File: src/rtl/ce_div_bank.sv
// ce_div_bank: bank of NCH programmable clock-enable dividers with normal/turbo speed pairs.
// Optional macro CE_DIV_NEG_EN builds the mid-period negative-phase strobe (ce_n); otherwise ce_n is 0.
module ce_div_bank #(
  parameter int NCH = 4,
  parameter int DW  = 6
) (
  input  logic              clk_sys,
  input  logic              reset_n,
  input  logic              en,
  input  logic              align,
  input  logic [NCH*DW-1:0] div_norm,
  input  logic [NCH*DW-1:0] div_fast,
  input  logic [NCH-1:0]    speed_req,
  input  logic [NCH-1:0]    hold,
  output logic [NCH-1:0]    ce_p,
  output logic [NCH-1:0]    ce_n,
  output logic [NCH-1:0]    speed_cur
);

  genvar gi;
  generate
    for (gi = 0; gi < NCH; gi++) begin : g_ch
      logic [DW-1:0] cnt_reg;
      logic [DW-1:0] cnt_next;
      logic          mode_reg;
      logic          mode_next;
      logic          ce_p_reg;
      logic          ce_p_next;
      logic [DW-1:0] div_act;
      logic          wrap;

      assign div_act = mode_reg ? div_fast[gi*DW +: DW] : div_norm[gi*DW +: DW];
      // ">=" lets the counter recover at once when the divisor shrinks below it mid-period.
      assign wrap    = (cnt_reg >= div_act);

      always_comb begin
        cnt_next  = cnt_reg;
        mode_next = mode_reg;
        ce_p_next = 1'b0;
        if (align) begin
          cnt_next = '0;
        end else if (en) begin
          cnt_next  = wrap ? '0 : cnt_reg + DW'(1);
          ce_p_next = wrap;
          // Speed only changes at a period boundary and never while a bus cycle holds it.
          if (wrap && !hold[gi] && (speed_req[gi] != mode_reg))
            mode_next = speed_req[gi];
        end
      end

      always_ff @(posedge clk_sys or negedge reset_n) begin
        if (!reset_n) begin
          cnt_reg  <= '0;
          mode_reg <= 1'b0;
          ce_p_reg <= 1'b0;
        end else begin
          cnt_reg  <= cnt_next;
          mode_reg <= mode_next;
          ce_p_reg <= ce_p_next;
        end
      end

      assign ce_p[gi]      = ce_p_reg;
      assign speed_cur[gi] = mode_reg;

`ifdef CE_DIV_NEG_EN
      logic [DW:0] cnt_inc;
      logic [DW:0] half;
      logic        ce_n_reg;
      logic        ce_n_next;

      assign cnt_inc = {1'b0, cnt_reg} + (DW+1)'(1);
      assign half    = ({1'b0, div_act} + (DW+1)'(1)) >> 1;

      always_comb begin
        ce_n_next = 1'b0;
        if (!align && en)
          ce_n_next = (div_act != '0) && !wrap && (cnt_inc == half);
      end

      always_ff @(posedge clk_sys or negedge reset_n) begin
        if (!reset_n) ce_n_reg <= 1'b0;
        else          ce_n_reg <= ce_n_next;
      end

      assign ce_n[gi] = ce_n_reg;
`else
      assign ce_n[gi] = 1'b0;
`endif
    end
  endgenerate

endmodule
File: config.mk
export PLATFORM = sky130hd
export DESIGN_NAME = ce_div_bank
export DESIGN_NICKNAME = d
export VERILOG_FILES = /design/src/rtl/ce_div_bank.sv
export SDC_FILE = /design/constraint.sdc
export NUM_CORES = 1
export LEC_CHECK = 0
export CAP_MARGIN = 20
export CELL_PAD_IN_SITES_DETAIL_PLACEMENT = 1
export CELL_PAD_IN_SITES_GLOBAL_PLACEMENT = 2
export CORE_MARGIN = 5
export CORE_UTILIZATION = 30
export CTS_BUF_LIST = sky130_fd_sc_hd__clkbuf_4
export DETAILED_ROUTE_END_ITERATION = 10
export GPL_ROUTABILITY_DRIVEN = 1
export GPL_TIMING_DRIVEN = 1
export HOLD_SLACK_MARGIN = 0.05
export PLACE_DENSITY_LB_ADDON = 0.1
export SLEW_MARGIN = 20
export SYNTH_ARGS = -nofsm -noshare
export SYNTH_HDL_FRONTEND = slang
export SYNTH_SLANG_ARGS = --single-unit
File: constraint.sdc
create_clock -name clk_sys -period 2.49 [get_ports clk_sys]
set_input_delay 0.6225 -clock clk_sys [delete_from_list [all_inputs] [get_ports clk_sys]]
set_output_delay 0.6225 -clock clk_sys [all_outputs]
set_load 0.1 [all_outputs]
==> metrics <==
outcome finished, final reports clean; post-synthesis sequential area ratio 33.9%; Max FO, Critical Path 7; Syn Area/Cell 10.3 µm²; Filler cells 854; CP dominant cell by count mux2_2; Worst Reg2Reg Path Length in Cells 8; Remaining DRCs 0; Die Area 9740 µm²; Max VDD drop 0.000226 V; clock latency at the later pin of the worst-skew pair 0.34 ns; TritonCTS clock tree done; total track usage 12.1%; YS warnings 0; type of origin of the critical path input pin; DP Area 3160 µm²; DR vias 1963; initial antenna violation count 0; Tcrit/Tclk final 92.0%; Lkg Pwr 0.00145 µW; R2R Path Start g_ch[3].mode_reg$_DFFE_PN0P_; Placer Congestion 0.719; Max Cap Viol 0; required time of the critical path 2.77 ns; IO Pins 72; total CTS buffers 5; total gr overflow 0; unrepaired setup endpoints after global routing no; # resized after CTS 0; Crit-path slowest cell clkdlybuf4s50_1; CP Launch Point div_norm[6]; drt via density 4.85; RR Endpoint g_ch[3].cnt_reg[3]$_DFFE_PN0P_; n_diodes 0; max reg flops 24; die width 98.7 µm; Setup crit end kind flop; area delta synth->final 36.0%; post-layout min period 2.29 ns; post-CTS setup buffer count 0; per-cell routed wire length 13.9 µm; vias in the first global route 2053; post-route design area 3210 µm²; layout net count 390; Detail Route Antenna Nets 0; Starting DRT DRC Count 22; Finished Layout Cells 405; Pwr Total 1620 µW; Initial Util 30.7%; first-pass GRT wire length 9670 µm; crit path cell chain clkdlybuf4s50_1, mux2_2, ha_1, nand2b_4, a21o_1, a211oi_4, buf_4, mux2_2; Bufs on Longest Clock Path 2; Post-Route Utilization 41.7%; synth top area cells dfrtp_1 34%, ha_1 15%, mux2i_1 8.5%, mux2_2 5.7%, a21oi_1 4.2%; final setup vio count 0; Crit. path cell count 8; register share of total power 39.3%; Port Buffers 67; CTS Sinks 32; Cells after Synth 228; Yosys reg bits 32; share of cells above drive strength 1 18.5%; PD cells 506 nW/µm²; largest net degree at the start of global routing 33; Die Y-Extent 98.7 µm; # rows 32; critical path endpoint g_ch[1].cnt_reg[0]$_DFFE_PN0P_; clock tree root buffer cell clkbuf_4; pins over their slew limit 0; critical path type input pin to flop; Bufs and invs on worst path 2; slack of the worst reg-to-reg path 0.28 ns; DR pass1 iterations 3; post-DP HPWL 4510 µm; Worst-path clk slew 0.11 ns; Comb power frac 42.0%; placed insts 397; Worst Setup Slack, final 0.199 ns; data arrival time of the worst path 2.58 ns; Max Fclk 436 MHz; Place WS -0.169 ns; P_int 993 µW; CP peak stage delay 0.40 ns; Clk pwr share 18.7%; hold crit path type flop to flop; drt total wl 5620 µm; Clock Skews 0.00825 ns; post-synth top area cell dfrtp_1; Synth Cell Area 2360 µm²; Synth top area share 33.9%; Post-CTS Hold Fix Bufs 0; CP top delay family buffers and inverters; Switching Share 38.9%; final hold violations 0; HP Start g_ch[1].cnt_reg[4]$_DFFE_PN0P_; synth unique cells 33; P_sw 632 µW; Core Area 7690 µm²; H-Tree Depth 2
==> cell type report <==
| type | instances | area (µm²) | area share, % |
|---|---|---|---|
| well taps | 102 | 128 | 3.98 |
| clock buffers | 5 | 37.5 | 1.17 |
| multi-input cells | 174 | 1420 | 44.2 |
| clock inverters | 3 | 13.8 | 0.429 |
| inverters | 5 | 18.8 | 0.585 |
| flip-flops and latches | 32 | 801 | 25.0 |
| repair buffers | 84 | 791 | 24.6 |
==> cell usage after synthesis <==
cell type / n
dfrtp_1: 32
ha_1: 28
a21oi_1: 20
mux2i_1: 20
buf_4: 12
mux2_2: 12
a31oi_1: 11
nand2_1: 10
nand2b_1: 9
nor2_1: 9
nand3_1: 8
a22o_1: 7
clkbuf_1: 5
a21o_1: 4
and3_1: 4
inv_1: 4
nor3_1: 4
xnor2_1: 4
a211oi_4: 3
a41oi_1: 3
nand2b_4: 3
o21ai_1: 3
a22o_2: 2
buf_2: 2
conb_1: 1
dlymetal6s2s_1: 1
inv_2: 1
nand2_2: 1
nand4_1: 1
o2111ai_1: 1
o21ba_1: 1
o221a_2: 1
or2_2: 1
==> layout by cell type, fill, tap and decap left out, types with 7 or more instances in the layout <==
master	n
nand2b_1	9
nand3_1	8
dfrtp_1	32
ha_1	28
nor2_1	9
mux2i_1	20
a31oi_1	11
mux2_2	12
nand2_1	10
buf_4	24
a22o_1	7
clkdlybuf4s50_1	59
a21oi_1	20
==> cell families (layout without fill, tap and decap cells) <==
logic type	Yosys count	after routing	synth area share, %
fa+ha+maj	28	28	14.8
compound gates	56	56	17.4
buf+inv	25	97	6.36
simple gates	50	50	11.6
xor+xnor	4	4	1.48
flops	32	32	33.9
other cells	1	4	0.159
mux	32	32	14.2
==> how the worst min path moves through the flow <==
stage	endpoint	slack, ns	cells past startpoint
after detailed placement	g_ch[1].cnt_reg[4]$_DFFE_PN0P_	0.52	1
after floorplan	g_ch[0].ce_p_reg$_DFF_PN0_	0.33	0
after global placement	g_ch[1].cnt_reg[4]$_DFFE_PN0P_	0.51	1
final	g_ch[1].cnt_reg[4]$_DFFE_PN0P_	0.53	1
after global routing	g_ch[1].cnt_reg[4]$_DFFE_PN0P_	0.57	1
after CTS	g_ch[1].cnt_reg[4]$_DFFE_PN0P_	0.54	1
==> power groups by stage <==
stage	Combinational, µW	Clock [µW]	Sequential [µW]
2_1_floorplan	502	0	620
3_3_place_gp	680	0	649
3_5_place_dp	694	0	649
4_1_cts	697	314	640
5_1_grt	752	332	651
6_report	683	303	639
==> worst reg2reg max path, cell delays in order, from the launching register on <==
cell,delay [ns]
dfrtp_1,0.50
mux2_2,0.37
ha_1,0.27
nand2b_4,0.13
a21o_1,0.22
a211oi_4,0.24
buf_4,0.20
nand2b_1,0.06
a31oi_1,0.16
==> per-layer routing <==
layer  vias up  wire [µm]  track usage, %
met5         -          0               0
met4         0         87            4.10
met3         5        324            3.54
met2        55       2580            19.1
met1       926       2630            16.0
li1        977          -               -
==> stage by stage <==
stage	hold slack, ns	setup TNS [ns]
2_1_floorplan	0.327	0
3_3_place_gp	0.515	-1.92
3_5_place_dp	0.522	-2.44
4_1_cts	0.539	0
5_1_grt	0.574	0
6_report	0.529	0
Note: power is estimated with default switching activity, not from simulation.
